<file path="config.mk">
export PLATFORM = sky130hd
export DESIGN_NAME = fc_layer_seq
export DESIGN_NICKNAME = d
export VERILOG_FILES = /design/src/rtl/fc_pkg.sv /design/src/rtl/fc_mac_lane.sv /design/src/rtl/fc_layer_seq.sv
export SDC_FILE = /design/constraint.sdc
export NUM_CORES = 1
export LEC_CHECK = 0
export ABC_AREA = 1
export CORE_UTILIZATION = 40
export DETAILED_ROUTE_END_ITERATION = 10
export PLACE_DENSITY = 0.63
export SLEW_MARGIN = 20
export SYNTH_ARGS = -nofsm -noshare
export SYNTH_HDL_FRONTEND = slang
export SYNTH_HIERARCHICAL = 1
export SYNTH_SLANG_ARGS = --single-unit
</file>
<file path="constraint.sdc">
create_clock -name clk -period 16.39 [get_ports clk]
set_input_delay 3.278 -clock clk [delete_from_list [all_inputs] [get_ports clk]]
set_output_delay 3.278 -clock clk [all_outputs]
set_load 0.01 [all_outputs]
</file>
<file path="src/rtl/fc_pkg.sv">
// Shared types and helpers for the time-multiplexed fully connected layer.
// Holds the FSM state enum, address-width helpers and round/saturate.
package fc_pkg;

  typedef enum logic [2:0] {
    IDLE,
    LOAD,
    MAC,
    DRAIN,
    OUT,
    DONE
  } state_e;

  function automatic int n_groups(input int out_feat, input int lanes);
    return out_feat / lanes;
  endfunction

  // Address width that never collapses to zero bits.
  function automatic int addr_w(input int n);
    return (n <= 1) ? 1 : $clog2(n);
  endfunction

  // Round half up at frac_w, then clamp to a signed data_w range.
  function automatic logic signed [63:0] sat_round(
    input logic signed [63:0] acc,
    input int                 frac_w,
    input int                 data_w
  );
    logic signed [63:0] r;
    logic signed [63:0] hi;
    logic signed [63:0] lo;
    r  = (acc + (64'sd1 <<< (frac_w - 1))) >>> frac_w;
    hi = (64'sd1 <<< (data_w - 1)) - 64'sd1;
    lo = -hi - 64'sd1;
    if (r > hi) begin
      r = hi;
    end else if (r < lo) begin
      r = lo;
    end
    return r;
  endfunction

endpackage

</file>
<file path="src/rtl/fc_mac_lane.sv">
// One output-neuron lane: bias load, signed MAC, rounded+saturated result.
// Ports: clk, rst, clr_i, en_i, bias_i, x_i, w_i, b_i -> y_o. Macro: FC_RELU_EN.
module fc_mac_lane
  import fc_pkg::*;
#(
  parameter int DATA_W = 16,
  parameter int FRAC_W = 8,
  parameter int ACC_W  = 40
) (
  input  logic                     clk,
  input  logic                     rst,
  input  logic                     clr_i,
  input  logic                     en_i,
  input  logic                     bias_i,
  input  logic signed [DATA_W-1:0] x_i,
  input  logic signed [DATA_W-1:0] w_i,
  input  logic signed [DATA_W-1:0] b_i,
  output logic signed [DATA_W-1:0] y_o
);

  logic signed [ACC_W-1:0]    acc_q;
  logic signed [ACC_W-1:0]    acc_d;
  logic signed [2*DATA_W-1:0] prod;
  logic signed [ACC_W-1:0]    prod_x;
  logic signed [ACC_W-1:0]    bias_x;
  logic signed [DATA_W-1:0]   sat;

  assign prod   = x_i * w_i;
  assign prod_x = ACC_W'(prod);
  assign bias_x = ACC_W'(b_i) <<< FRAC_W;

  // The first return of a group replaces the old sum with bias + product.
  always_comb begin
    acc_d = acc_q;
    if (clr_i) begin
      acc_d = '0;
    end else if (en_i) begin
      acc_d = bias_i ? (bias_x + prod_x) : (acc_q + prod_x);
    end
  end

  always_ff @(posedge clk) begin
    if (rst) begin
      acc_q <= '0;
    end else begin
      acc_q <= acc_d;
    end
  end

  assign sat = DATA_W'(sat_round(64'(acc_q), FRAC_W, DATA_W));

`ifdef FC_RELU_EN
  assign y_o = sat[DATA_W-1] ? '0 : sat;
`else
  assign y_o = sat;
`endif

endmodule

</file>
<file path="src/rtl/fc_layer_seq.sv">
// Fully connected layer: buffers one feature vector, MACs LANES neurons per pass.
// Ports: start/busy/done, x valid/ready, w/b sync read, y valid/ready. Macro: FC_RELU_EN.
module fc_layer_seq
  import fc_pkg::*;
#(
  parameter int DATA_W   = 16,
  parameter int FRAC_W   = 8,
  parameter int ACC_W    = 40,
  parameter int IN_FEAT  = 3,
  parameter int OUT_FEAT = 2,
  parameter int LANES    = 1
) (
  input  logic                                        clk,
  input  logic                                        rst,
  input  logic                                        start,
  output logic                                        busy,
  input  logic                                        x_valid,
  output logic                                        x_ready,
  input  logic [DATA_W-1:0]                           x_data,
  output logic                                        w_rd_en,
  output logic [addr_w(OUT_FEAT/LANES*IN_FEAT)-1:0]   w_addr,
  input  logic [LANES*DATA_W-1:0]                     w_rdata,
  output logic [addr_w(OUT_FEAT/LANES)-1:0]           b_addr,
  input  logic [LANES*DATA_W-1:0]                     b_rdata,
  output logic                                        y_valid,
  input  logic                                        y_ready,
  output logic [LANES*DATA_W-1:0]                     y_data,
  output logic [addr_w(OUT_FEAT/LANES)-1:0]           y_idx,
  output logic                                        done
);

  localparam int NG  = n_groups(OUT_FEAT, LANES);
  localparam int WAW = addr_w(NG * IN_FEAT);
  localparam int BAW = addr_w(NG);
  localparam int KW  = addr_w(IN_FEAT);

  if (ACC_W < 2 * DATA_W + $clog2(IN_FEAT)) begin : g_bad_acc
    $error("fc_layer_seq: ACC_W too narrow for IN_FEAT products");
  end
  if (OUT_FEAT % LANES != 0) begin : g_bad_lanes
    $error("fc_layer_seq: OUT_FEAT must be a multiple of LANES");
  end

  state_e                   state_q, state_d;
  logic [KW-1:0]            k_q, k_d;
  logic [BAW-1:0]           g_q, g_d;
  logic signed [DATA_W-1:0] buf_q [IN_FEAT];
  logic                     rv_q;
  logic [KW-1:0]            rk_q;
  logic                     clr;

  always_comb begin
    state_d = state_q;
    k_d     = k_q;
    g_d     = g_q;
    x_ready = 1'b0;
    w_rd_en = 1'b0;
    y_valid = 1'b0;
    done    = 1'b0;
    unique case (state_q)
      IDLE: begin
        if (start) begin
          state_d = LOAD;
          k_d     = '0;
        end
      end
      LOAD: begin
        x_ready = 1'b1;
        if (x_valid) begin
          if (k_q == KW'(IN_FEAT - 1)) begin
            state_d = MAC;
            k_d     = '0;
            g_d     = '0;
          end else begin
            k_d = k_q + 1'b1;
          end
        end
      end
      MAC: begin
        w_rd_en = 1'b1;
        if (k_q == KW'(IN_FEAT - 1)) begin
          state_d = DRAIN;
          k_d     = '0;
        end else begin
          k_d = k_q + 1'b1;
        end
      end
      DRAIN: begin
        state_d = OUT;
      end
      OUT: begin
        y_valid = 1'b1;
        if (y_ready) begin
          if (g_q == BAW'(NG - 1)) begin
            state_d = DONE;
          end else begin
            g_d     = g_q + 1'b1;
            state_d = MAC;
          end
        end
      end
      DONE: begin
        done    = 1'b1;
        state_d = IDLE;
      end
      default: begin
        state_d = IDLE;
      end
    endcase
  end

  always_ff @(posedge clk) begin
    if (rst) begin
      state_q <= IDLE;
      k_q     <= '0;
      g_q     <= '0;
      rv_q    <= 1'b0;
      rk_q    <= '0;
      for (int i = 0; i < IN_FEAT; i++) begin
        buf_q[i] <= '0;
      end
    end else begin
      state_q <= state_d;
      k_q     <= k_d;
      g_q     <= g_d;
      // Read data lands one cycle after the strobe; tag it with its k.
      rv_q    <= (state_q == MAC);
      rk_q    <= k_q;
      if (state_q == LOAD && x_valid) begin
        buf_q[k_q] <= x_data;
      end
    end
  end

  assign busy  = (state_q != IDLE);
  assign clr   = (state_q == IDLE) && start;
  assign y_idx = g_q;

  assign w_addr = (state_q == MAC) ?
                  (WAW'(g_q) * WAW'(IN_FEAT) + WAW'(k_q)) : '0;
  assign b_addr = (state_q == MAC && k_q == '0) ? g_q : '0;

  for (genvar l = 0; l < LANES; l++) begin : g_lane
    fc_mac_lane #(
      .DATA_W(DATA_W),
      .FRAC_W(FRAC_W),
      .ACC_W (ACC_W)
    ) u_lane (
      .clk   (clk),
      .rst   (rst),
      .clr_i (clr),
      .en_i  (rv_q),
      .bias_i(rk_q == '0),
      .x_i   (buf_q[rk_q]),
      .w_i   (w_rdata[l*DATA_W +: DATA_W]),
      .b_i   (b_rdata[l*DATA_W +: DATA_W]),
      .y_o   (y_data[l*DATA_W +: DATA_W])
    );
  end

endmodule

</file>
# After elaboration in Yosys (flattened, before gate mapping)
# Memories as Yosys holds them, arrays and structs flattened. A register that Yosys moved wholly into a read port is not among the register bits.
# Cells that the tools add are included.
[totals]
ram_bits = 48
memories = 1
wordCells = 76
output_inout_bits = 26
reg_bits = 49
[mem_list]
columns = ["name", "depth", "width", "read_ports", "rd_ports_with_merged_regs", "write_ports", "line", "rtl"]
rows = [
  ["buf_q", 3, 16, 1, 1, 3, "fc_layer_seq.sv:47", "logic signed [DATA_W-1:0] buf_q [IN_FEAT];"],
]
[classes]
reduce_logical = 14
eq_ne = 11
addsub = 6
muxes = 34
mul = 2
order_cmp = 2
[op_table]
columns = ["operator", "n"]
rows = [
  ["2-to-1 mux 16 bit", 3],
  ["adder 40 x 9 -> 41 bit (second input constant)", 1],
  ["adder 40 x 32 -> 40 bit", 1],
  ["2-to-1 mux 40 bit", 1],
  ["adder 24 x 32 -> 33 bit", 1],
  ["> comparator 33 x 16 -> 1 bit (second input constant)", 1],
  ["less-than comparator 33 x 16 -> 1 bit (second input constant)", 1],
  ["multiplier 16 x 16 -> 32 bit", 1],
  ["2-to-1 mux 3 bit", 7],
  ["OR reduction 16 bit", 1],
  ["2-to-1 mux 1 bit", 15],
  ["one-hot mux 3 bit (5 select lines)", 1],
  ["2-to-1 mux 2 bit", 5],
  ["inequality test 2 bit (second input constant)", 5],
  ["equality test 3 x 2 -> 1 bit (second input constant)", 2],
  ["equality test 3 bit (second input constant)", 2],
  ["one-hot mux 2 bit (3 select lines)", 1],
  ["nonzero test 3 bit", 2],
  ["AND reduction 5 bit", 1],
  ["zero test 2 bit", 2],
  ["AND reduction 4 bit", 1],
  ["adder 3 x 2 -> 3 bit", 1],
  ["equality test 3 x 1 -> 1 bit (second input constant)", 1],
  ["logical AND 1 bit", 3],
  ["other kinds (9)", 9],
]

# Depth between registers and ports, before layout
# Gate-level depths: netlist of run 1.
[depth]
ltp_word = 7
ltp_mapped = 48
mapped_depth_nobuf = 45

# By module
# The synthesis of run 1 kept the hierarchy.
[by_module_without_submodules]
columns = ["module", "instances", "seq_area_each_um2", "area_per_inst_um2", "cells_per_inst"]
rows = [
  ["fc_mac_lane", 1, 800.8, 17687.0, 2713],
  ["fc_layer_seq", 1, 2102.0, 3198.1, 313],
]

# Least setup slack after synthesis of run 1
# OpenSTA, ideal clock, no wires.
[synth_path]
path_type = "input port to flip-flop"
startpoint = "input w_rdata[5]"
endpoint = "register g_lane[0].u_lane.acc_q[35]"
setup_time_ps = 123
required_time_ps = 16267
arrival_ps = 10182
cell_stages = 32
path_slack_ps = 6085
cell_sequence = "clkbuf_1 > clkbuf_1 > nand2_1 > fa_1 > inv_1 > fa_1 > fa_1 > fa_1 > inv_1 > fa_1 > fa_1 > inv_1 > ha_1 > inv_1 > nor3_1 > nand2_1 > nor2_1 > nand2_1 > nand3_1 > nand2_1 > nand2_1 > inv_1 > ha_1 > nand2_1 > nor2_1 > inv_1 > nor4_1 > nand3_1 > nand3_1 > nand2_1 > nand3_1 > a21oi_1"
[synth_between]
elab_chain_len = 3
elab_cells_between_ends = 4
[synth_lines]
columns = ["item", "line", "rtl"]
rows = [
  ["start, declared", "fc_layer_seq.sv:22", "input logic [LANES*DATA_W-1:0] w_rdata,"],
  ["multiplier 16 x 16 -> 32 bit *", "fc_mac_lane.sv:28", "assign prod = x_i * w_i;"],
  ["adder 40 x 32 -> 40 bit or adder 24 x 32 -> 33 bit (tied branches)", "fc_mac_lane.sv:38", "acc_d = bias_i ? (bias_x + prod_x) : (acc_q + prod_x);"],
  ["2-to-1 mux 40 bit *", "fc_mac_lane.sv:38", ""],
  ["end signal, assigned", "fc_mac_lane.sv:44", "acc_q <= '0;"],
  ["end signal, assigned", "fc_mac_lane.sv:46", "acc_q <= acc_d;"],
  ["end, declared", "fc_mac_lane.sv:21", "logic signed [ACC_W-1:0] acc_q;"],
]
# Every way passes the cells marked *; elsewhere a longest branch is shown, timed or not.
# A chain may end at the register's enable or synchronous reset.

# Worst setup path in the final report of run 1
[layout_path]
startpoint = "input w_rdata[5]"
endpoint = "register g_lane[0].u_lane.acc_q[37]"
# Same word-level chain as after synthesis.

==> flow_summary.json, run 1 <==
{
  "yosysUniqueCellTypes": 46,
  "cpLargestDelayFamily": "adder cells",
  "synthTopCellsByArea": "fa_1 25%, nand2_1 14%, inv_1 12%",
  "syn-cell-area_mm2": 0.0209,
  "clkLatencyLatePin_ns": 0.45,
  "min_period_ns": 11.55,
  "reg2regPathDepth": 35,
  "first_pass_iters": 6,
  "yosysTopAreaCell": "fa_1",
  "row_count": 83,
  "r2r_slack_ns": 6.81,
  "drive_gt1_share_pct": 3.74,
  "clk_pin_slew_ns": 0.06,
  "antenna_found_initial": 0,
  "ys_warn_count": 6,
  "slew_headroom_pct": 36.6,
  "place_congestion": 0.976,
  "cts_resized": 0,
  "reg2reg_to": "g_lane[0].u_lane/acc_q[37]",
  "setup_tns_ns": 0,
  "run_status": "finished clean",
  "numCtsBuffers": 17,
  "postSynthAreaPerCell_um2": 6.90,
  "root_buffer": "clkbuf_16",
  "maxCapViolations": 0,
  "ys_ff_latch": 113,
  "grt-ovfl-total": 0,
  "grt_pass1_vias": 18525,
  "fin_skew_ns": 0.00931,
  "synthesis.nets": 3493,
  "synthArstFlopShare_pct": 0,
  "dr_wl_met2_um": 28300,
  "worstPathArrival_ns": 11.88,
  "required_ns": 16.72,
  "wl_met3_um": 3770,
  "grt_pass1_wl_um": 97800,
  "timing.final.hold_violations": 0,
  "routed.top_layer": "met4",
  "whs_path_depth": 2,
  "cp-start-kind": "primary input",
  "tritoncts": "built",
  "cts_max_level": 4,
  "hp-start": "g_lane[0].u_lane/acc_q[4]",
  "worstSetupEndpointType": "register",
  "path_buf_inv": 7,
  "yosysSeqAreaShare_pct": 13.9,
  "synth_edf_count": 64,
  "min_path_type": "reg2reg",
  "grt_max_degree": 60,
  "final_antenna_net_count": 0,
  "holdPathEnd": "g_lane[0].u_lane/acc_q[4]",
  "yosys-top-cells-count": "768 x nand2_1, 689 x inv_1, 290 x nor2_1, 265 x fa_1, 155 x a21oi_1",
  "wire_per_inst_um": 16.0,
  "postCtsHoldBufs": 0,
  "netlist.area_leader.share_pct": 25.4,
  "nets": 3528,
  "cp_slowest_cell": "fa_1",
  "period_share_pct": 70.4,
  "r2r_start": "rk_q[0]",
  "dpl.hpwl_um": 49700,
  "drc": 0,
  "via_per_inst": 5.02,
  "clock_tree.buffer_depth": 2,
  "cpPeakStageDelay_ns": 0.95,
  "initial_core_util_pct": 40.6,
  "setup_viol_count_final": 0,
  "dieArea_mm2": 0.0531,
  "drtIter0Drc": 1702,
  "crit_type": "in2reg",
  "io_buffers": 78,
  "ioPinCount": 79,
  "rsz0062_at_grt": "false",
  "worst_pin_slew_ns": 0.950,
  "crit_fanout": 16,
  "synth_ff_type": "edfxtp_1",
  "grtUsageTotal_pct": 23.5,
  "finalMaxSlewViolations": 0,
  "syn_inst": 3026,
  "yosysMostFrequentCell": "nand2_1",
  "fmax_mhz": 86.6,
  "path_common_cell": "nand2_1",
  "core_mm2": 0.0514,
  "vias": 18862,
  "wl_um": 60000,
  "area_growth_pct": 10.0,
  "clkSinkCount": 113,
  "die_x_um": 231,
  "die_h_um": 231,
  "cts_setup_buffers": 0,
  "antenna_cells": 0,
  "wl_met1_um": 26600,
  "hold_ws_ns": 0.537
}
[stage by stage]
stage / util, % / instances / setup slack [ns] / cell area, µm²
3_5_place_dp: 43.5 / 3722 / 4.49 / 22400
3_3_place_gp: 43.5 / 3722 / 4.53 / 22400
2_1_floorplan: - / 3026 / 6.08 / 20900
5_1_grt: 44.7 / 3754 / 4.31 / 23000
4_1_cts: 44.7 / 3754 / 4.90 / 23000
6_report: 44.7 / 3754 / 4.84 / 23000
[registers in the layout, summed over array words and instances, names as in the netlist]
register,count
rv_q,1
g_lane.u_lane/acc_q,40
state_q,3
rk_q,2
k_q,2
buf_q,64
y_idx,1
[layer usage]
layer  track usage [%]  vias up
met5                 0        -
met4              6.64        0
met3              2.80       88
met2              39.3      552
met1              31.8     8908
li1                  -     9314
[layout make-up]
type | instances | area, µm²
clock buffers | 17 | 425
clock inverters | 15 | 196
fillers | 5334 | 28400
inverters | 693 | 2600
multi-input cells | 2132 | 15000
flip-flops and latches | 113 | 2900
well taps | 680 | 851
repair buffers | 104 | 976
[worst max-delay path by stage]
stage	startpoint	endpoint	slack [ns]	cells past startpoint
floorplan	w_rdata[5]	g_lane[0].u_lane/acc_q[35]	6.08	32
global placement	w_rdata[5]	g_lane[0].u_lane/acc_q[35]	4.53	31
detailed placement	w_rdata[5]	g_lane[0].u_lane/acc_q[35]	4.49	30
CTS	w_rdata[5]	g_lane[0].u_lane/acc_q[35]	4.90	30
global route	w_rdata[5]	g_lane[0].u_lane/acc_q[39]	4.31	33
finish	w_rdata[5]	g_lane[0].u_lane/acc_q[37]	4.84	31
[layout by cell type (no fill, tap or decap), types with 6 or more instances in the layout]
cell type	count
inv_6	6
dfxtp_1	48
nor2_1	288
nor2_2	11
nor2_4	6
o22ai_1	18
nand3_1	121
nand2_1	768
nor3_1	22
a21oi_1	155
xnor2_1	12
buf_4	26
nand4_1	26
o211ai_1	6
nand3b_1	8
ha_1	149
nand2_2	9
a21o_1	9
xor2_1	40
o21bai_1	15
edfxtp_1	64
clkdlybuf4s50_1	78
clkbuf_16	17
a31oi_1	16
fa_1	265
nand3_2	7
o21ai_0	141
nor4_1	6
inv_1	689
or2_2	10
[worst min-delay path: cells and delay by family, from the launching register on]
family | cells | cell delay, ns
flip-flops | 1 | 0.31
AO/OA/AOI/OAI | 2 | 0.17
[logic make-up (layout without fill, tap and decap cells)]
logic type	count (synthesis)	after routing	share of synthesized area (%)
fa+ha+maj	414	414	34.3
flops	113	113	13.9
simple gates	1293	1293	25.7
buf+inv	781	829	14.3
xor+xnor	52	52	2.18
compound gates	373	373	9.69
Power of run 1 is left out: the tool's default activity adds up to more than one toggle a clock period on the data nets, which glitch-free logic cannot reach.
==> run 2, diff against run 1 <==
PLACE_DENSITY = 0.65   (was 0.63)
clock period = 10.3 ns   (was 16.39 ns; I/O delays follow)
==> run 2 against run 1 <==
Against the previous run:
- clock-buffer cell count is the same
- flip-flop and latch count unchanged
- die area is the same
- setup slack worse by 4.3 ns
- largest cell class unchanged
==> flow_summary.json, run 2 (synthesized netlist as in run 1, its figures left out) <==
{
  "grt-ovfl-total": 0,
  "crit_type": "in2reg",
  "required_ns": 10.62,
  "tritoncts": "built",
  "clkLatencyLatePin_ns": 0.44,
  "worstSetupEndpointType": "register",
  "cpPeakStageDelay_ns": 0.74,
  "mostFrequentLayoutCell": "nand2_1",
  "crit_fanout": 8,
  "reg2regPathDepth": 37,
  "cts_max_level": 4,
  "initial_core_util_pct": 40.6,
  "clkSinkCount": 113,
  "maxCapViolations": 0,
  "stdcell_count": 3796,
  "min_period_ns": 9.73,
  "cp_slowest_cell": "clkdlybuf4s50_1",
  "grtUsageTotal_pct": 23.8,
  "die_h_um": 231,
  "antenna_cells": 0,
  "worstSetupPathDepth": 34,
  "area_growth_pct": 11.5,
  "nets": 3570,
  "setup_tns_ns": 0,
  "clk_pin_slew_ns": 0.06,
  "whs_path_depth": 2,
  "postCtsHoldBufs": 0,
  "via_per_inst": 5.00,
  "root_buffer": "clkbuf_16",
  "wl_um": 60900,
  "io_buffers": 78,
  "dieArea_mm2": 0.0531,
  "fmax_mhz": 103,
  "cp-start-kind": "primary input",
  "post-place-ws_ns": 0.208,
  "antenna_found_initial": 0,
  "dp_cells": 3764,
  "grt_pass1_vias": 18671,
  "dpl.hpwl_um": 50700,
  "drtIter0Drc": 1664,
  "grt_max_degree": 60,
  "ioPinCount": 79,
  "largest_reg_flops": 64,
  "rsz0062_at_grt": "false",
  "period_share_pct": 94.5,
  "layout_common_cells": "768 x nand2_1, 689 x inv_1, 288 x nor2_1",
  "path_buf_inv": 10,
  "drive_gt1_share_pct": 5.04,
  "place_congestion": 1.04,
  "setup_viol_count_final": 0,
  "first_pass_iters": 6,
  "fin_skew_ns": 0.00953,
  "timing.final.hold_violations": 0,
  "die_x_um": 231,
  "cpLargestDelayFamily": "adder cells",
  "min_path_type": "reg2reg",
  "row_count": 83,
  "wire_per_inst_um": 16.0,
  "numCtsBuffers": 17,
  "worstPathArrival_ns": 10.05,
  "final_antenna_net_count": 0,
  "largest_registers": "buf_q: 64 flops, g_lane.u_lane/acc_q: 40 flops, state_q: 3 flops",
  "vias": 18971,
  "finalMaxSlewViolations": 0,
  "grt_pass1_wl_um": 99100,
  "drc": 0,
  "fillCellCount": 5336,
  "slew_headroom_pct": 35.0,
  "worst_slack_ns": 0.568,
  "worst_pin_slew_ns": 0.964,
  "core_mm2": 0.0514,
  "run_status": "finished clean",
  "largest-register": "buf_q",
  "path_common_cell": "inv_1",
  "clock_tree.buffer_depth": 2
}
-- run 2: per-stage QoR --
step	util [%]	hold WS, ns	instance area, µm²
final	45.3	0.535	23300
after global routing	45.3	0.557	23300
after CTS	45.3	0.537	23300
after detailed placement	44.1	0.526	22700
after global placement	44.1	0.521	22700
after floorplan	-	0.496	20900
-- run 2: per-layer routing --
metal	share of wire [%]	up-vias	wire (µm)	global-route usage [%]
met1	45	8929	27500	32.8
met4	2.8	0	1730	7.72
met3	5.6	94	3430	2.24
li1	-	9390	-	-
met2	46	558	28200	39.1
met5	0	-	0	0
-- run 2: worst paths after layout --
kind | end | start | slack [ns]
max | g_lane[0].u_lane/acc_q[36] | w_rdata[8] | 0.57
min | g_lane[0].u_lane/acc_q[4] | g_lane[0].u_lane/acc_q[4] | 0.54
max reg2reg | g_lane[0].u_lane/acc_q[36] | rk_q[0] | 1.16
min reg2reg | g_lane[0].u_lane/acc_q[4] | g_lane[0].u_lane/acc_q[4] | 0.54
-- run 2: final cells by class --
cell class	count	area [µm²]	area share (%)
multi-input cells	2132	15000	64.5
flip-flops and latches	113	2900	12.5
inverters	693	2600	11.2
repair buffers	146	1320	5.66
well taps	680	851	3.65
clock buffers	17	425	1.83
clock inverters	15	160	0.688
-- run 2: timing repair --
action | 4_1_cts | 5_1_grt
setup buffers | 0 | 0
endpoints found under the setup margin | 0 | 1
gates resized for setup | 0 | 1
-- run 2: worst register-to-register path, delay by kind of cell (launching register included) --
| family | cells | cell delay [ns] |
|---|---|---|
| compound gates | 8 | 2.11 |
| simple gates | 9 | 0.93 |
| fa+ha+maj | 8 | 3.67 |
| flops | 1 | 0.31 |
| buf+inv | 11 | 1.54 |
| xor+xnor | 1 | 0.47 |
Power of run 2 is left out for the same reason.
